[src/rtl/add_mul_seq.sv]
// -----------------------------------------------------------------------------
// add_mul_seq
//   Multi-cycle 32x32 -> 64-bit unsigned shift-add multiplier. One 32-bit
//   ripple adder (module `add`, carry-in tied low) is exercised once per clock
//   while the sequencer walks the multiplier bits LSB first.
//
//   Handshake: `start` is accepted in IDLE or in the DONE cycle; `busy` is high
//   while steps run; `done` pulses for one cycle with `p` valid. `p` holds the
//   last product until the next accepted `start`.
//
//   Optional build macro: MUL_EARLY_EXIT_EN
//     When defined, the step count is latched on accept as the index of the
//     highest set bit of `b` plus one (1 when `b` is zero). The final step
//     realigns the partial product so `p` matches the full 32-step result.
//     Ports and reset values are identical in both builds.
//
//   The ripple adder `add` is included at the bottom of this file.
// -----------------------------------------------------------------------------
module add_mul_seq (
    input  logic        clk,
    input  logic        rst_n,
    input  logic        start,
    input  logic [31:0] a,
    input  logic [31:0] b,
    output logic        busy,
    output logic        done,
    output logic [63:0] p
);

    typedef enum logic [1:0] {
        ST_IDLE = 2'd0,
        ST_RUN  = 2'd1,
        ST_DONE = 2'd2
    } state_t;

    state_t      state_r;
    state_t      state_nxt_s;

    logic [31:0] mc_r;
    logic [63:0] prod_r;
    logic [5:0]  cnt_r;
    logic        busy_r;
    logic        done_r;

    logic        accept_s;
    logic        step_en_s;
    logic        last_s;
    logic [5:0]  n_cur_s;

    logic [31:0] add_x_s;
    logic [31:0] add_y_s;
    logic [31:0] sum_s;
    logic        cout_s;
    logic [63:0] step_raw_s;
    logic [63:0] step_s;

`ifdef MUL_EARLY_EXIT_EN
    logic [5:0]  n_r;

    // Step count for a given multiplier: highest set bit index + 1, minimum 1.
    function automatic logic [5:0] steps_for(input logic [31:0] v);
        logic [5:0] r;
        r = 6'd1;
        for (int i = 0; i < 32; i++) begin
            if (v[i]) begin
                r = i[5:0] + 6'd1;
            end else begin
                r = r;
            end
        end
        return r;
    endfunction

    assign n_cur_s = n_r;
`else
    assign n_cur_s = 6'd32;
`endif

    // Adder operands: upper half of the partial product plus the multiplicand
    // gated by the current multiplier bit.
    assign add_x_s = prod_r[63:32];
    assign add_y_s = prod_r[0] ? mc_r : 32'd0;

    add u_add (
        .a    (add_x_s),
        .b    (add_y_s),
        .cin  (1'b0),
        .s    (sum_s),
        .cout (cout_s)
    );

    // One step keeps the adder carry as the new MSB and shifts the low half.
    assign step_raw_s = {cout_s, sum_s, prod_r[31:1]};
    assign last_s     = (cnt_r == (n_cur_s - 6'd1));

    // Next partial product; the early-exit build realigns on the final step.
    always_comb begin
        step_s = step_raw_s;
`ifdef MUL_EARLY_EXIT_EN
        if (last_s) begin
            step_s = step_raw_s >> (6'd32 - n_cur_s);
        end else begin
            step_s = step_raw_s;
        end
`endif
    end

    // Sequencer next-state and datapath control decode.
    always_comb begin
        state_nxt_s = state_r;
        accept_s    = 1'b0;
        step_en_s   = 1'b0;
        case (state_r)
            ST_IDLE: begin
                if (start) begin
                    accept_s    = 1'b1;
                    state_nxt_s = ST_RUN;
                end else begin
                    state_nxt_s = ST_IDLE;
                end
            end
            ST_RUN: begin
                step_en_s = 1'b1;
                if (last_s) begin
                    state_nxt_s = ST_DONE;
                end else begin
                    state_nxt_s = ST_RUN;
                end
            end
            ST_DONE: begin
                if (start) begin
                    accept_s    = 1'b1;
                    state_nxt_s = ST_RUN;
                end else begin
                    state_nxt_s = ST_IDLE;
                end
            end
            default: begin
                state_nxt_s = ST_IDLE;
            end
        endcase
    end

    // State register; reset aborts any operation in flight.
    always_ff @(posedge clk or negedge rst_n) begin
        if (!rst_n) begin
            state_r <= ST_IDLE;
        end else begin
            state_r <= state_nxt_s;
        end
    end

    // Operand capture and per-step partial product / counter update.
    always_ff @(posedge clk or negedge rst_n) begin
        if (!rst_n) begin
            mc_r   <= 32'd0;
            prod_r <= 64'd0;
            cnt_r  <= 6'd0;
        end else if (accept_s) begin
            mc_r   <= a;
            prod_r <= {32'd0, b};
            cnt_r  <= 6'd0;
        end else if (step_en_s) begin
            mc_r   <= mc_r;
            prod_r <= step_s;
            cnt_r  <= cnt_r + 6'd1;
        end else begin
            mc_r   <= mc_r;
            prod_r <= prod_r;
            cnt_r  <= cnt_r;
        end
    end

`ifdef MUL_EARLY_EXIT_EN
    // Latch the step count for the accepted multiplier.
    always_ff @(posedge clk or negedge rst_n) begin
        if (!rst_n) begin
            n_r <= 6'd32;
        end else if (accept_s) begin
            n_r <= steps_for(b);
        end else begin
            n_r <= n_r;
        end
    end
`endif

    // Handshake flags registered from the next state, so they never overlap
    // and have no combinational path from start.
    always_ff @(posedge clk or negedge rst_n) begin
        if (!rst_n) begin
            busy_r <= 1'b0;
            done_r <= 1'b0;
        end else begin
            busy_r <= (state_nxt_s == ST_RUN);
            done_r <= (state_nxt_s == ST_DONE);
        end
    end

    assign busy = busy_r;
    assign done = done_r;
    assign p    = prod_r;

endmodule

// -----------------------------------------------------------------------------
// add
//   32-bit ripple-carry adder: s = a + b + cin, carry out on cout.
// -----------------------------------------------------------------------------
module add (
    input  logic [31:0] a,
    input  logic [31:0] b,
    input  logic        cin,
    output logic [31:0] s,
    output logic        cout
);

    logic [32:0] c_s;

    assign c_s[0] = cin;

    for (genvar i = 0; i < 32; i++) begin : g_fa
        assign s[i]       = a[i] ^ b[i] ^ c_s[i];
        assign c_s[i + 1] = (a[i] & b[i]) | (c_s[i] & (a[i] ^ b[i]));
    end

    assign cout = c_s[32];

endmodule
[config.mk]
export PLATFORM = sky130hd
export DESIGN_NAME = add_mul_seq
export DESIGN_NICKNAME = d
export VERILOG_FILES = /design/src/rtl/add_mul_seq.sv
export SDC_FILE = /design/constraint.sdc
export NUM_CORES = 1
export LEC_CHECK = 0
export ABC_CLOCK_PERIOD_IN_PS = 32700
export BUFFER_PORTS_ARGS = -buffer_cell sky130_fd_sc_hd__buf_4
export CAP_MARGIN = 20
export CORE_ASPECT_RATIO = 1.4
export CORE_MARGIN = 2
export CORE_UTILIZATION = 40
export DETAILED_ROUTE_END_ITERATION = 10
export HOLD_SLACK_MARGIN = 0.03
export PLACE_DENSITY = 0.71
export SLEW_MARGIN = 10
export SYNTH_ARGS = -nofsm -noshare
export SYNTH_HDL_FRONTEND = slang
export SYNTH_SLANG_ARGS = --single-unit
[constraint.sdc]
create_clock -name clk -period 32.7 [get_ports clk]
set_input_delay 0 -clock clk [delete_from_list [all_inputs] [get_ports clk]]
set_output_delay 0 -clock clk [all_outputs]
set_load 0.01 [all_outputs]
==> flow_summary_export.csv <==
group,metric,value,unit
floorplanning,start_util,40.8,%
setup_path,rr_startpoint,"p[0]",
route,drt_wl_total,13000,um
sta,period_needed,13.53,ns
placed_design,hpwl,8380,um
synthesis,synth_xor_area_share,0,%
synthesis,postSynthAreaPerCell,10.1,um2
synthesis,synth_fp_nets,616,
clock_tree,cts_setup_buffers,0,
final_layout,seqCellArea,2650,um2
clock_tree,clk-insertion-delay-late,0.35,ns
run,drv_cap,0,
final_layout,stdcell_count,853,
global_route,antenna_found_initial,0,
synthesis,synth_compound_area_share,11.8,%
floorplanning,fp.coreArea,12800,um2
synthesis,synth_cells,516,
route,wire_per_inst,15.2,um
setup_path,cp.required,32.91,ns
setup_path,startpoint,"p[0]",
synthesis,synthSimpleGateAreaFrac,18.1,%
sta,finalSetupTns,0,ns
setup_path,crit_buf_inv,4,
clock_tree,cts_hold_buf,65,
route,drc,0,
floorplanning,ioPinCount,133,
clock_tree,cts_buffer_depth,2,
sta,fin_skew,0.00744,ns
clock_tree,root_buffer,"clkbuf_16",
sta,grt_setup_unrepaired,"false",
placed_design,port-buffer-count,132,
setup_path,arrival,13.74,ns
placed_design,dpl_cell_area,6210,um2
clock_tree,htree_levels,3,
floorplanning,die_area,13900,um2
power,p_leak,3.42,nW
synthesis,synthAdderAreaFrac,12.4,%
run_status,status,"completed",
global_route,grt_pass1_wl,22000,um
global_route,grt_remaining_overflow,0,
setup_path,crit_end,"p[62]",
clock_tree,cts_tree,"done",
sta,setup-violations-final,0,
power,ir_drop,43.3,uV
sta,max_freq,73.9,MHz
synthesis,synthDistinctLibCells,30,
route,ant_nets,0,
route,num_vias,4268,
clock_tree,cts_resized,0,
global_route,grt_usage,19.7,%
setup_path,rrSetupSlack,19.17,ns
power,cellPowerDensity,83.9,nW/um2
clock_tree,cts_sinks,106,
setup_path,slowest_stage,"dfrtp_1",
sta,drv_slew,0,
synthesis,synth_top_family_by_area,"simple AND/OR/NAND/NOR gates",
setup_path,crit_family,"adder cells",
final_layout,utilization,56.7,%
final_layout,syn_to_final_growth,39.2,%
clock_tree,clkSlewWorstSetupHoldPaths,0.07,ns
final_layout,nets,795,
synthesis,synthMuxAreaShare,0.193,%
floorplanning,rows,49,
final_layout,fillCellCount,1084,
floorplanning,die_w,100,um
final_layout,fin_area,7240,um2
global_route,first_global_vias,4633,
setup_path,start_kind,"flip-flop",
setup_path,critical_path_class,"reg -> reg",
final_layout,drive_gt1_share,24.0,%
power,power.total,0.607,mW
sta,slew-limit-headroom,41.2,%
final_layout,multi_input_area,2230,um2
setup_path,end_kind,"flip-flop",
route,vias_per_cell,5.00,
synthesis,netlist_area,5200,um2
setup_path,crit_cells,38,
min_path,hold_class,"in -> reg",
sta,setup_slack,19.17,ns
setup_path,r2r-end,"p[62]",
global_route,grt_max_degree,102,
setup_path,reg2reg_depth,38,
synthesis,yosysWarnings,0,
sta,period_share,41.4,%
route,dr.pass1.iters,4,
setup_path,cpPeakStageDelay,0.51,ns
sta,hold_ws,0.171,ns
synthesis,yosysSeqAreaShare,51.0,%
route,drt_iter0_drc,122,
synthesis,ys_ff_latch,106,
final_layout,antennaDiodeCount,0,
clock_tree,cts_buffers,9,
floorplanning,die_h,139,um
placed_design,dp_slack,19.21,ns
sta,worst_slew_pin_slew,0.881,ns
sta,finalHoldViolations,0,
placed_design,place_inst,771,
setup_path,critPathMaxFanout,24,
setup_path,cp_common_cell,"fa_1",
placed_design,gp_congestion,0.779,
==> worst register-to-register path, delay by kind of cell (launching register included) <==
family | cells | cell delay, ns
AOI/OAI and AO/OA | 1 | 0.06
DFF | 1 | 0.51
adders and majority gates | 32 | 12.17
and+or+nand+nor | 1 | 0.18
buffers and inverters | 4 | 0.50
==> cell type report <==
type / count / area share, %
Clock inverter: 7 / 1.71
Tap cell: 153 / 2.65
Sequential cell: 106 / 36.7
Multi-Input combinational cell: 345 / 30.8
Inverter: 32 / 1.66
Clock buffer: 9 / 3.11
Timing Repair Buffer: 201 / 23.4
==> kinds of logic after synthesis <==
kind of cell,count (synthesis)
buf+inv,65
simple gates,238
fa+ha+maj,33
compound gates,73
flops,106
mux,1
==> cell usage in the layout, fill, tap and decap left out, types with 9 or more instances in the layout <==
cell type	netlist	routed
nor2_1	30	30
dlygate4sd3_1	0	65
a31oi_1	20	20
buf_4	3	135
fa_1	31	31
nand2_1	190	190
dfrtp_1	106	106
clkbuf_16	0	9
a31oi_2	10	10
o2bb2ai_1	30	30
inv_1	32	32
==> where the power goes <==
part / switching [mW] / internal, mW
Combinational: 0.127 / 0.122
Sequential: 0.0459 / 0.186
Clock: 0.0510 / 0.0756
Total: 0.223 / 0.384
==> metal layers <==
metal | up-vias | GRT usage (%) | wire length [um]
met5 | - | 0 | 0
met4 | 0 | 7.79 | 215
met3 | 16 | 3.28 | 632
met2 | 119 | 33.8 | 6790
met1 | 2120 | 24.5 | 5340
li1 | 2013 | - | -
==> registers in the layout (all words and copies together) (netlist names) <==
| name | flops |
|---|---|
| busy | 1 |
| cnt_r | 6 |
| done | 1 |
| mc_r | 32 |
| p | 64 |
| state_r | 2 |
==> how the worst min path moves through the flow <==
stage                          end  cells past startpoint  slack [ns]   from
after floorplan               busy                      0       -0.30  rst_n
after CTS                 mc_r[30]                      4        0.22  start
after detailed placement  mc_r[26]                      1        0.10  rst_n
after global placement        p[0]                      1        0.08  rst_n
after global routing      mc_r[21]                      4        0.21  start
final                      mc_r[9]                      4        0.17  start
==> Yosys cell counts, drive strengths merged <==
| master | number | area share [%] |
|---|---|---|
| nand3 | 5 | 0.48 |
| o2bb2ai | 30 | 5.1 |
| nor2b | 1 | 0.12 |
| nand2b | 2 | 0.24 |
| and2 | 5 | 0.60 |
| fa | 31 | 12 |
| nand4 | 1 | 0.12 |
| o41ai | 1 | 0.31 |
| a22oi | 2 | 0.29 |
| o311ai | 1 | 0.17 |
| dfrtp | 106 | 51 |
| clkbuf | 3 | 0.22 |
| nand3b | 1 | 0.14 |
| inv | 32 | 2.3 |
| mux2i | 1 | 0.19 |
| nand2 | 190 | 14 |
| nor3b | 1 | 0.14 |
| o21ai | 4 | 0.39 |
| and2b | 1 | 0.19 |
| o211ai | 1 | 0.14 |
| a22o | 3 | 0.51 |
| nor2 | 31 | 2.4 |
| buf | 30 | 3.9 |
| a31oi | 30 | 4.8 |
| ha | 2 | 0.48 |
| o31ai | 1 | 0.14 |
(Power assumes the default switching activity.)
